### src/rtl/mux_rr_nx1.sv
// mux_rr_nx1 : N-input, WIDTH-bit selector with a registered output stage and
// valid/ready handshakes. Direct mode picks the channel from ctrl; round-robin
// mode scans valid channels starting at a rotating pointer.
// Optional build macro MUX_GRANT_CNT_EN adds a saturating 16-bit transfer
// counter on output port grant_cnt.
module mux_rr_nx1 #(
  parameter  int WIDTH = 8,
  parameter  int N     = 6,
  localparam int SEL_W = $clog2(N)
) (
  input  logic                 clk,
  input  logic                 rst_n,
  input  logic [N*WIDTH-1:0]   in_data,
  input  logic [N-1:0]         in_valid,
  output logic [N-1:0]         in_ready,
  input  logic                 mode,
  input  logic [SEL_W-1:0]     ctrl,
  output logic [WIDTH-1:0]     out_data,
  output logic                 out_valid,
  input  logic                 out_ready,
  output logic [SEL_W-1:0]     out_sel
`ifdef MUX_GRANT_CNT_EN
  ,
  output logic [15:0]          grant_cnt
`endif
);

  localparam logic [SEL_W-1:0] LAST = SEL_W'(N - 1);

  logic [WIDTH-1:0] r_out_data;
  logic [SEL_W-1:0] r_out_sel;
  logic             r_out_valid;
  logic [SEL_W-1:0] r_ptr;

  logic             w_load;
  logic             w_hi_found, w_lo_found, w_dir_grant;
  logic [SEL_W-1:0] w_hi_idx, w_lo_idx;
  logic [SEL_W-1:0] w_cand;
  logic             w_grant;
  logic             w_xfer;
  logic [WIDTH-1:0] w_cand_data;

  assign w_load = !r_out_valid || out_ready;

  // Scan channels: lowest valid at/after ptr, lowest valid before ptr (wrap),
  // and whether the direct index hits a valid channel (ctrl>=N never matches).
  always_comb begin
    w_hi_found  = 1'b0;
    w_hi_idx    = '0;
    w_lo_found  = 1'b0;
    w_lo_idx    = '0;
    w_dir_grant = 1'b0;
    for (int i = N - 1; i >= 0; i--) begin
      if (in_valid[i] && (SEL_W'(i) >= r_ptr)) begin
        w_hi_found = 1'b1;
        w_hi_idx   = SEL_W'(i);
      end
      if (in_valid[i] && (SEL_W'(i) < r_ptr)) begin
        w_lo_found = 1'b1;
        w_lo_idx   = SEL_W'(i);
      end
      if (in_valid[i] && (SEL_W'(i) == ctrl))
        w_dir_grant = 1'b1;
    end
  end

  assign w_cand  = mode ? (w_hi_found ? w_hi_idx : w_lo_idx) : ctrl;
  assign w_grant = mode ? (w_hi_found || w_lo_found) : w_dir_grant;
  assign w_xfer  = rst_n && w_load && w_grant;

  // Fetch the candidate's data without a variable part-select that could run
  // past the bus when ctrl is out of range.
  always_comb begin
    w_cand_data = '0;
    for (int i = 0; i < N; i++)
      if (w_cand == SEL_W'(i))
        w_cand_data = in_data[i*WIDTH +: WIDTH];
  end

  // One-hot ready toward the granted channel only, silent during reset.
  always_comb begin
    in_ready = '0;
    for (int i = 0; i < N; i++)
      in_ready[i] = w_xfer && (w_cand == SEL_W'(i));
  end

  // Output register and round-robin pointer; ptr only moves on RR transfers.
  always_ff @(posedge clk) begin
    if (!rst_n) begin
      r_out_data  <= '0;
      r_out_sel   <= '0;
      r_out_valid <= 1'b0;
      r_ptr       <= '0;
    end else if (w_load) begin
      if (w_xfer) begin
        r_out_data  <= w_cand_data;
        r_out_sel   <= w_cand;
        r_out_valid <= 1'b1;
        if (mode)
          r_ptr <= (w_cand == LAST) ? '0 : w_cand + 1'b1;
      end else begin
        r_out_valid <= 1'b0;
      end
    end
  end

  assign out_data  = r_out_data;
  assign out_sel   = r_out_sel;
  assign out_valid = r_out_valid;

`ifdef MUX_GRANT_CNT_EN
  logic [15:0] r_grant_cnt;

  // Saturating count of input transfers.
  always_ff @(posedge clk) begin
    if (!rst_n)
      r_grant_cnt <= '0;
    else if (w_xfer && (r_grant_cnt != 16'hFFFF))
      r_grant_cnt <= r_grant_cnt + 16'd1;
  end

  assign grant_cnt = r_grant_cnt;
`endif

endmodule

### config.mk
export PLATFORM = sky130hd
export DESIGN_NAME = mux_rr_nx1
export DESIGN_NICKNAME = d
export VERILOG_FILES = /design/src/rtl/mux_rr_nx1.sv
export SDC_FILE = /design/constraint.sdc
export NUM_CORES = 1
export LEC_CHECK = 0
export CAP_MARGIN = 15
export CORE_MARGIN = 5
export CORE_UTILIZATION = 30
export DETAILED_ROUTE_END_ITERATION = 10
export PLACE_DENSITY = 0.73
export SLEW_MARGIN = 20
export SYNTH_ARGS = -nofsm -noshare
export SYNTH_HDL_FRONTEND = slang
export SYNTH_SLANG_ARGS = --single-unit
### constraint.sdc
create_clock -name clk -period 4.2 [get_ports clk]
set_clock_uncertainty 0.1 [all_clocks]
set_input_delay 0.42 -clock clk [delete_from_list [all_inputs] [get_ports clk]]
set_output_delay 0.42 -clock clk [all_outputs]
set_load 0.05 [all_outputs]
# Yosys cells after proc, flatten, opt, wreduce, memory -nomap -nowiden
# Index checks and enable logic that the tools add are counted.
# totals
regBits	15
latch_bits	0
ram_bits	0
romBits	0
input_bits	61
out_inout_bits	18
wordCells	101
n_memories	0
# op_classes
n_addsub	1
mul	0
div	0
magnitude_cmp	12
eq_ne	10
shift	0
muxes	41
bitwise_logic	0
n_reduce_logical	33
# op_table
op	count
$mux 8	6
$mux 3	15
$logic_and 1x1->1	26
$mux 1	20
$eq 2x3->1 const A	2
$eq 3x2->1 const B	2
$eq 3x3->1 const A	2
$eq 3x3->1 const B	2
$ge 1x3->1 const A	2
$ge 2x3->1 const A	2
$ge 3x3->1 const A	2
$logic_not 3->1	2
$lt 1x3->1 const A	2
$lt 2x3->1 const A	2
$lt 3x3->1 const A	2
$add 3x1->3 const B	1
$eq 1x3->1 const A	1
$eq 3x1->1 const B	1
$reduce_and 3->1	1
$logic_or 1x1->1	2
$reduce_and 2->1	1
$logic_not 1->1	1

# Logic depth before layout (Yosys ltp)
# Gate-level depths: netlist (run 1).
# logic_depth
depth_word	17
mapped_depth	14
mapped_depth_nobuf	11

# Worst setup path after synthesis (run 1)
# OpenSTA, ideal clock, no wires.
# synth_path
path_type	reg-to-output
startpoint	reg r_ptr[2]
endpoint	out in_ready[3]
t_arrival_ns	2.798
t_required_ns	3.680
slack_ns	0.882
stages_incl_launch_ff	12
n_path_buf	3
cell_sequence	dfxtp_1 > buf_4 > nand4b_1 > o211a_1 > o41ai_2 > o22a_1 > buf_2 > and2_1 > ha_1 > buf_1 > inv_1 > nor2_1
# synth_via
elab_chain_cells	12
word_cells_on_any_way	55
classes_between	order compare: 12; eq/ne: 1; mux: 27; reduce/logical: 15
# synth_lines
element	line	rtl
from (decl)	33	logic [SEL_W-1:0] r_ptr;
from (signal assigned)	100	r_ptr <= (w_cand == LAST) ? '0 : w_cand + 1'b1;
$lt 3x3->1 or $ge 3x3->1 (tied branches)	58, 54	
$logic_and 1x1->1 (on tied branches)	58, 54	
$mux 3 (tied with other cells) (6 in series)	58	if (in_valid[i] && (SEL_W'(i) < r_ptr)) begin
$mux 3 or $logic_or 1x1->1 (tied branches)	67, 68	
$mux 3 or $mux 1 (tied branches)	67, 68	
$eq 3x2->1 or $logic_and 1x1->1 (tied branches)	84, 69	
$logic_and 1x1->1 (*)	84	in_ready[i] = w_xfer && (w_cand == SEL_W'(i));
to (decl)	15	output logic [N-1:0] in_ready,
# Every way passes the cells marked *; elsewhere a longest branch is shown, timed or not.

# Worst setup path in the final report (run 1)
# layout_path
startpoint	in in_valid[2]
endpoint	out in_ready[0]
# layout_via
elab_chain_cells	8
word_cells_on_any_way	25
classes_between	mux: 18; reduce/logical: 7
# layout_lines
element	line	rtl
from (decl)	14	input logic [N-1:0] in_valid,
$logic_and 1x1->1 (on tied branches)	58, 54	
$mux 3 (tied with other cells) (3 in series)	58	
$mux 3 or $logic_or 1x1->1 (tied branches)	67, 68	
$mux 3 or $mux 1 (tied branches)	67, 68	
$logic_not 3->1 or $logic_and 1x1->1 (tied branches)	84, 69	
$logic_and 1x1->1 (*)	84	
# Marked as above.

==> flow_metrics.env, run 1 <==
export IMPL_outcome="finished clean"
export IMPL_critPathLaunchType="input port"
export IMPL_leakage_nw=0.8096
export IMPL_hold_slack_ns=0.3575
export IMPL_worst_setup_path_end_kind="output port"
export IMPL_slew_headroom=0.5581
export IMPL_fmax_ghz=0.2722
export IMPL_crit_reg2reg_launch="r_ptr[1]"
export IMPL_cts_setup_buffers=0
export IMPL_cts_sinks=15
export IMPL_fin_util=0.5024
export IMPL_synthXorXnorAreaFrac=0
export IMPL_synth_mux_area_frac=0.1014
export IMPL_final_common_cell="clkdlybuf4s50_1"
export IMPL_drc=0
export IMPL_drive_above_1_share=0.1429
export IMPL_ctsRootBufferMaster="clkbuf_8"
export IMPL_firstDrtPassIters=4
export IMPL_hold_violations=0
export IMPL_clkLatencyLatePin_ns=0.25
export IMPL_nNetsFinal=315
export IMPL_async_flop_share=0
export IMPL_synth_area_mm2=0.001431
export IMPL_groute_usage_overall=0.1662
export IMPL_cts_buffer_depth=2
export IMPL_cp_arrival_ns=3.15
export IMPL_die_area_mm2=0.006253
export IMPL_ys_ff_latch=15
export IMPL_layoutNonFillerInstCount=306
export IMPL_crit_chain="clkdlybuf4s50_1, a21boi_0, a2bb2oi_1, o2bb2ai_1, o22a_1, nor3_1, clkdlybuf4s50_1"
export IMPL_die_h_um=79.08
export IMPL_ios=79
export IMPL_ff_latch_area_um2=300.3
export IMPL_via_per_inst=5.863
export IMPL_wire_per_inst_um=17.57
export IMPL_rsz0062_at_grt="false"
export IMPL_syn_to_final_growth_pct=64.69
export IMPL_period_minus_slack_ns=3.674
export IMPL_power_density_mw_per_mm2=237.5
export IMPL_dieWidth_um=79.08
export IMPL_grt_pass1_vias=1799
export IMPL_required_ns=3.68
export IMPL_path_delay_family="buffers and inverters"
export IMPL_fin_setup_tns_ns=0
export IMPL_cts_hold_buf=0
export IMPL_grt_max_degree=17
export IMPL_slowest_delay_ns=0.85
export IMPL_synthSimpleGateAreaFrac=0.2177
export IMPL_hold_start="out_sel[0]"
export IMPL_seq_area_frac_synth=0.2098
export IMPL_gr_total_overflow=0
export IMPL_holdCritPathClass="flip-flop to flip-flop"
export IMPL_yosysUniqueCellTypes=52
export IMPL_peakVddDrop_mv=0.1178
export IMPL_dp_cells=302
export IMPL_finalMaxSlewViolations=0
export IMPL_globalplace_congestion=0.8950
export IMPL_multiInputGateArea_mm2=0.001037
export IMPL_synth_edf_count=0
export IMPL_drt_initial_drc_count=85
export IMPL_coreArea_mm2=0.004692
export IMPL_vias=1794
export IMPL_synthAdderAreaFrac=0.008741
export IMPL_synth_compound_area_frac=0.3969
export IMPL_syn_area_per_cell_um2=8.133
export IMPL_ys_flop_type="dfxtp_1"
export IMPL_start_util=0.3051
export IMPL_crit_fanout=12
export IMPL_std_cell_rows=25
export IMPL_critPathBufInv=2
export IMPL_syn_inst=176
export IMPL_setup_viol=0
export IMPL_path_clk_slew_ns=0.07
export IMPL_startpoint="in_valid[2]"
export IMPL_worstMarginPinSlew_ns=0.6628
export IMPL_fillers=452
export IMPL_synth_warnings=0
export IMPL_insertedDiodeCount=0
export IMPL_synth_top_family_by_area="compound AO/OA/AOI/OAI gates"
export IMPL_drtAntennaViolNets=0
export IMPL_cts_tree="yes"
export IMPL_grt_first_pass_wirelength_um=8355
export IMPL_crit_top_cell="clkdlybuf4s50_1"
export IMPL_numCtsBuffers=3
export IMPL_io_buffers=78
export IMPL_totalWireLength_um=5377
export IMPL_synth_nets=238
export IMPL_final_cell_mix="clkdlybuf4s50_1, a21oi_1, a221oi_1, dfxtp_1, mux2_2"
export IMPL_critical_path_class="input port to output port"
export IMPL_htree_levels=1
export IMPL_dp_hpwl_um=4098
export IMPL_drv_cap=0
export IMPL_timing_final_crit_share=0.8747
export IMPL_antenna_found_initial=0
export IMPL_cts_resized=0
export IMPL_cp_slowest_cell="clkdlybuf4s50_1"
[Yosys cell counts, types with 2 or more instances]
| cell type | instances | area share |
|---|---|---|
| a21oi_1 | 18 | 0.063 |
| a221oi_1 | 16 | 0.098 |
| dfxtp_1 | 15 | 0.21 |
| mux2_2 | 12 | 0.094 |
| nor2_1 | 10 | 0.026 |
| nand2_1 | 9 | 0.024 |
| a22oi_1 | 7 | 0.037 |
| and2_1 | 7 | 0.031 |
| a222oi_1 | 6 | 0.042 |
| buf_2 | 6 | 0.021 |
| inv_1 | 6 | 0.016 |
| o21ai_0 | 6 | 0.021 |
| nand2b_1 | 5 | 0.022 |
| clkbuf_1 | 3 | 0.0079 |
| nand3b_1 | 3 | 0.016 |
| nor3_1 | 3 | 0.010 |
| o211ai_1 | 3 | 0.016 |
| a221oi_2 | 2 | 0.021 |
| a2bb2oi_1 | 2 | 0.012 |
| buf_4 | 2 | 0.010 |
| nand3_1 | 2 | 0.0070 |
| nor2b_1 | 2 | 0.0087 |
| nor4_1 | 2 | 0.0087 |
[worst paths after layout]
check	endpoint	slack, ns	cells after the start
worst max register to register	out_data[6]	0.70	10
worst max-delay path	in_ready[0]	0.53	7
worst min-delay path	out_sel[0]	0.36	2
worst min register to register	out_sel[0]	0.36	2
[stage by stage]
step	power, mW	setup WS (ns)	cell area [µm²]
after floorplan	0.3199	0.8822	1431
after global placement	0.4365	0.4375	2311
after detailed placement	0.4388	0.3102	2311
after CTS	0.5609	0.5177	2357
after global routing	0.5896	0.3209	2357
final	0.5598	0.5264	2357
[routing by layer]
metal / up-vias / GRT usage / part of all wire
met5: - / 0 / 0
met4: 0 / 0.05326 / 0.012
met3: 6 / 0.05329 / 0.094
met2: 79 / 0.2778 / 0.47
met1: 848 / 0.2014 / 0.42
li1: 861 / - / -
[cell type report]
type / count / area share
Clock buffer: 3 / 0.01752
Timing Repair Buffer: 85 / 0.3747
Tap cell: 54 / 0.02866
Inverter: 6 / 0.009554
Multi-Input combinational cell: 142 / 0.4400
Clock inverter: 1 / 0.002123
Sequential cell: 15 / 0.1274
[registers in the layout, summed over array words and instances, names as in the netlist]
register   flops
out_data       8
out_sel        3
r_ptr          3
out_valid      1
[worst register-to-register path, delay by kind of cell, from the launching register on]
family / cells / cell delay, ns
AOI/OAI and AO/OA: 5 / 1.31
DFF: 1 / 0.56
adders and majority gates: 1 / 0.18
buffers and inverters: 1 / 0.18
and+or+nand+nor: 3 / 1.07
[logic make-up (layout without fill, tap and decap cells)]
logic type      Yosys count  count (layout)
compound gates           74              74
fa+ha+maj                 1               1
buf+inv                  19              95
flops                    15              15
mux                      13              13
simple gates             54              54
[report_power, final]
group | switching, mW | internal, mW
registers | 0.0111 | 0.153
clock network | 0.0565 | 0.0658
logic | 0.140 | 0.134
(Power assumes the default switching activity.)
==> run 2, diff against run 1 <==
--- a/config.mk
+++ b/config.mk
@@ -10,6 +10,7 @@
 export CORE_UTILIZATION = 30
 export DETAILED_ROUTE_END_ITERATION = 10
 export PLACE_DENSITY = 0.73
+export REMOVE_ABC_BUFFERS = 1
 export SLEW_MARGIN = 20
 export SYNTH_ARGS = -nofsm -noshare
 export SYNTH_HDL_FRONTEND = slang
==> run 2 against run 1 <==
Sequential share of layout area rose by 0.082 points; worst setup slack got worse by 0.12 ns; count of clock-buffer cells in the layout did not move; utilization fell by 0.32 points; first-iteration DRC count rose by 72%; cell count fell by 0.65%; global-route usage fell by 0.68 points; clock power barely moved; register-to-register slack barely moved; largest power group unchanged; non-clock buffer count fell by 2; fmax fell by 3.1%; die area did not move.
==> flow_metrics.env, run 2 (same netlist as run 1, synthesis figures left out) <==
export IMPL_hold_depth=2
export IMPL_cts_setup_buffers=0
export IMPL_grt_max_degree=20
export IMPL_drt_initial_drc_count=146
export IMPL_cts_buffer_depth=2
export IMPL_coreArea_mm2=0.004692
export IMPL_critPathLaunchType="input port"
export IMPL_start_util=0.3051
export IMPL_fillers=471
export IMPL_cp_arrival_ns=3.27
export IMPL_hold_violations=0
export IMPL_final_cell_mix="clkdlybuf4s50_1, a21oi_1, a221oi_1, dfxtp_1, mux2_2"
export IMPL_worst_setup_path_end_kind="output port"
export IMPL_leakage_nw=0.7987
export IMPL_timing_final_crit_share=0.9029
export IMPL_fin_setup_tns_ns=0
export IMPL_die_area_mm2=0.006253
export IMPL_power_density_mw_per_mm2=236.6
export IMPL_via_per_inst=5.651
export IMPL_hold_slack_ns=0.3653
export IMPL_crit_chain="clkdlybuf4s50_1, a21boi_0, o21a_1, o41ai_2, o22a_1, and2_1, ha_1, inv_1, nor2_1, buf_12"
export IMPL_drv_cap=0
export IMPL_wire_per_inst_um=17.18
export IMPL_die_h_um=79.08
export IMPL_cts_resized=0
export IMPL_drc=0
export IMPL_slew_headroom=0.5031
export IMPL_path_clk_slew_ns=0.06
export IMPL_path_delay_family="compound AO/OA/AOI/OAI gates"
export IMPL_setup_viol=0
export IMPL_largest_reg_flops=8
export IMPL_required_ns=3.68
export IMPL_htree_levels=1
export IMPL_cts_tree="yes"
export IMPL_std_cell_rows=25
export IMPL_ctsRootBufferMaster="clkbuf_8"
export IMPL_critPathBufInv=3
export IMPL_dp_hpwl_um=4013
export IMPL_critical_path_class="input port to output port"
export IMPL_crit_fanout=12
export IMPL_groute_usage_overall=0.1594
export IMPL_gr_total_overflow=0
export IMPL_outcome="finished clean"
export IMPL_numCtsBuffers=3
export IMPL_grt_pass1_vias=1705
export IMPL_holdCritPathClass="flip-flop to flip-flop"
export IMPL_path_depth=10
export IMPL_nNetsFinal=313
export IMPL_insertedDiodeCount=0
export IMPL_cp_slowest_cell="clkdlybuf4s50_1"
export IMPL_io_buffers=78
export IMPL_fmax_ghz=0.2637
export IMPL_peakVddDrop_mv=0.1879
export IMPL_slowest_delay_ns=0.52
export IMPL_drive_above_1_share=0.1360
export IMPL_firstDrtPassIters=4
export IMPL_period_minus_slack_ns=3.792
export IMPL_syn_to_final_growth_pct=63.64
export IMPL_reg2reg_depth=11
export IMPL_finalMaxSlewViolations=0
export IMPL_drtAntennaViolNets=0
export IMPL_grt_first_pass_wirelength_um=8038
export IMPL_worstMarginPinSlew_ns=0.7425
export IMPL_clkLatencyLatePin_ns=0.25
export IMPL_cts_sinks=15
export IMPL_final_common_cell="clkdlybuf4s50_1"
export IMPL_dieWidth_um=79.08
export IMPL_ios=79
export IMPL_totalWireLength_um=5224
export IMPL_globalplace_congestion=0.8215
export IMPL_antenna_found_initial=0
export IMPL_vias=1718
export IMPL_cts_hold_buf=0
export IMPL_rsz0062_at_grt="false"
==> run 2: path summary, 6_finish.rpt <==
| kind | slack [ns] | from | to |
|---|---|---|---|
| worst min-delay path | 0.37 | out_sel[1] | out_sel[1] |
| worst min register to register | 0.37 | out_sel[1] | out_sel[1] |
| worst max-delay path | 0.41 | in_valid[2] | in_ready[3] |
| worst max register to register | 0.70 | r_ptr[2] | out_data[0] |
==> run 2: worst min-delay path: stages (launching register included) <==
cell     delay, ns
dfxtp_1       0.31
nand2_1       0.05
a21oi_1       0.05
==> run 2: through the flow <==
stage / utilization / total power, mW / instance area, µm² / setup slack (ns) / std cells
floorplan: - / 0.3124 / 1360 / 0.9419 / 163
global placement: 0.4893 / 0.4347 / 2296 / 0.4187 / 300
detailed placement: 0.4893 / 0.4366 / 2296 / 0.2569 / 300
CTS: 0.4992 / 0.5571 / 2342 / 0.4404 / 304
global route: 0.4992 / 0.5849 / 2342 / 0.08213 / 304
finish: 0.4992 / 0.5542 / 2342 / 0.4079 / 304
==> run 2: cell type report <==
cell class,instances,area (µm²),share of cell area
repair buffers,83,868.3,0.3707
multi-input cells,142,1037,0.4428
clock inverters,1,5.005,0.002137
well taps,54,67.56,0.02885
clock buffers,3,41.29,0.01763
inverters,6,22.52,0.009615
flip-flops and latches,15,300.3,0.1282
==> run 2: report_power, final <==
group          switching, mW  internal [mW]
clock network         0.0529         0.0657
registers             0.0114          0.153
logic                  0.138          0.133
==> run 2: routing by layer <==
| metal | GRT usage | routed length (µm) | vias to the layer above | part of all wire |
|---|---|---|---|---|
| li1 | - | - | 854 | - |
| met1 | 0.2080 | 2239 | 782 | 0.43 |
| met2 | 0.2635 | 2492 | 70 | 0.48 |
| met3 | 0.03175 | 347 | 12 | 0.066 |
| met4 | 0.04983 | 144 | 0 | 0.028 |
| met5 | 0 | 0 | - | 0 |
==> run 3, diff against run 2 <==
--- a/config.mk
+++ b/config.mk
@@ -10,7 +10,6 @@
 export CORE_UTILIZATION = 30
 export DETAILED_ROUTE_END_ITERATION = 10
 export PLACE_DENSITY = 0.73
-export REMOVE_ABC_BUFFERS = 1
 export SLEW_MARGIN = 20
 export SYNTH_ARGS = -nofsm -noshare
 export SYNTH_HDL_FRONTEND = slang
==> results of run 3 <==
No change in the layout: final DEF, timing and power equal those of run 1.
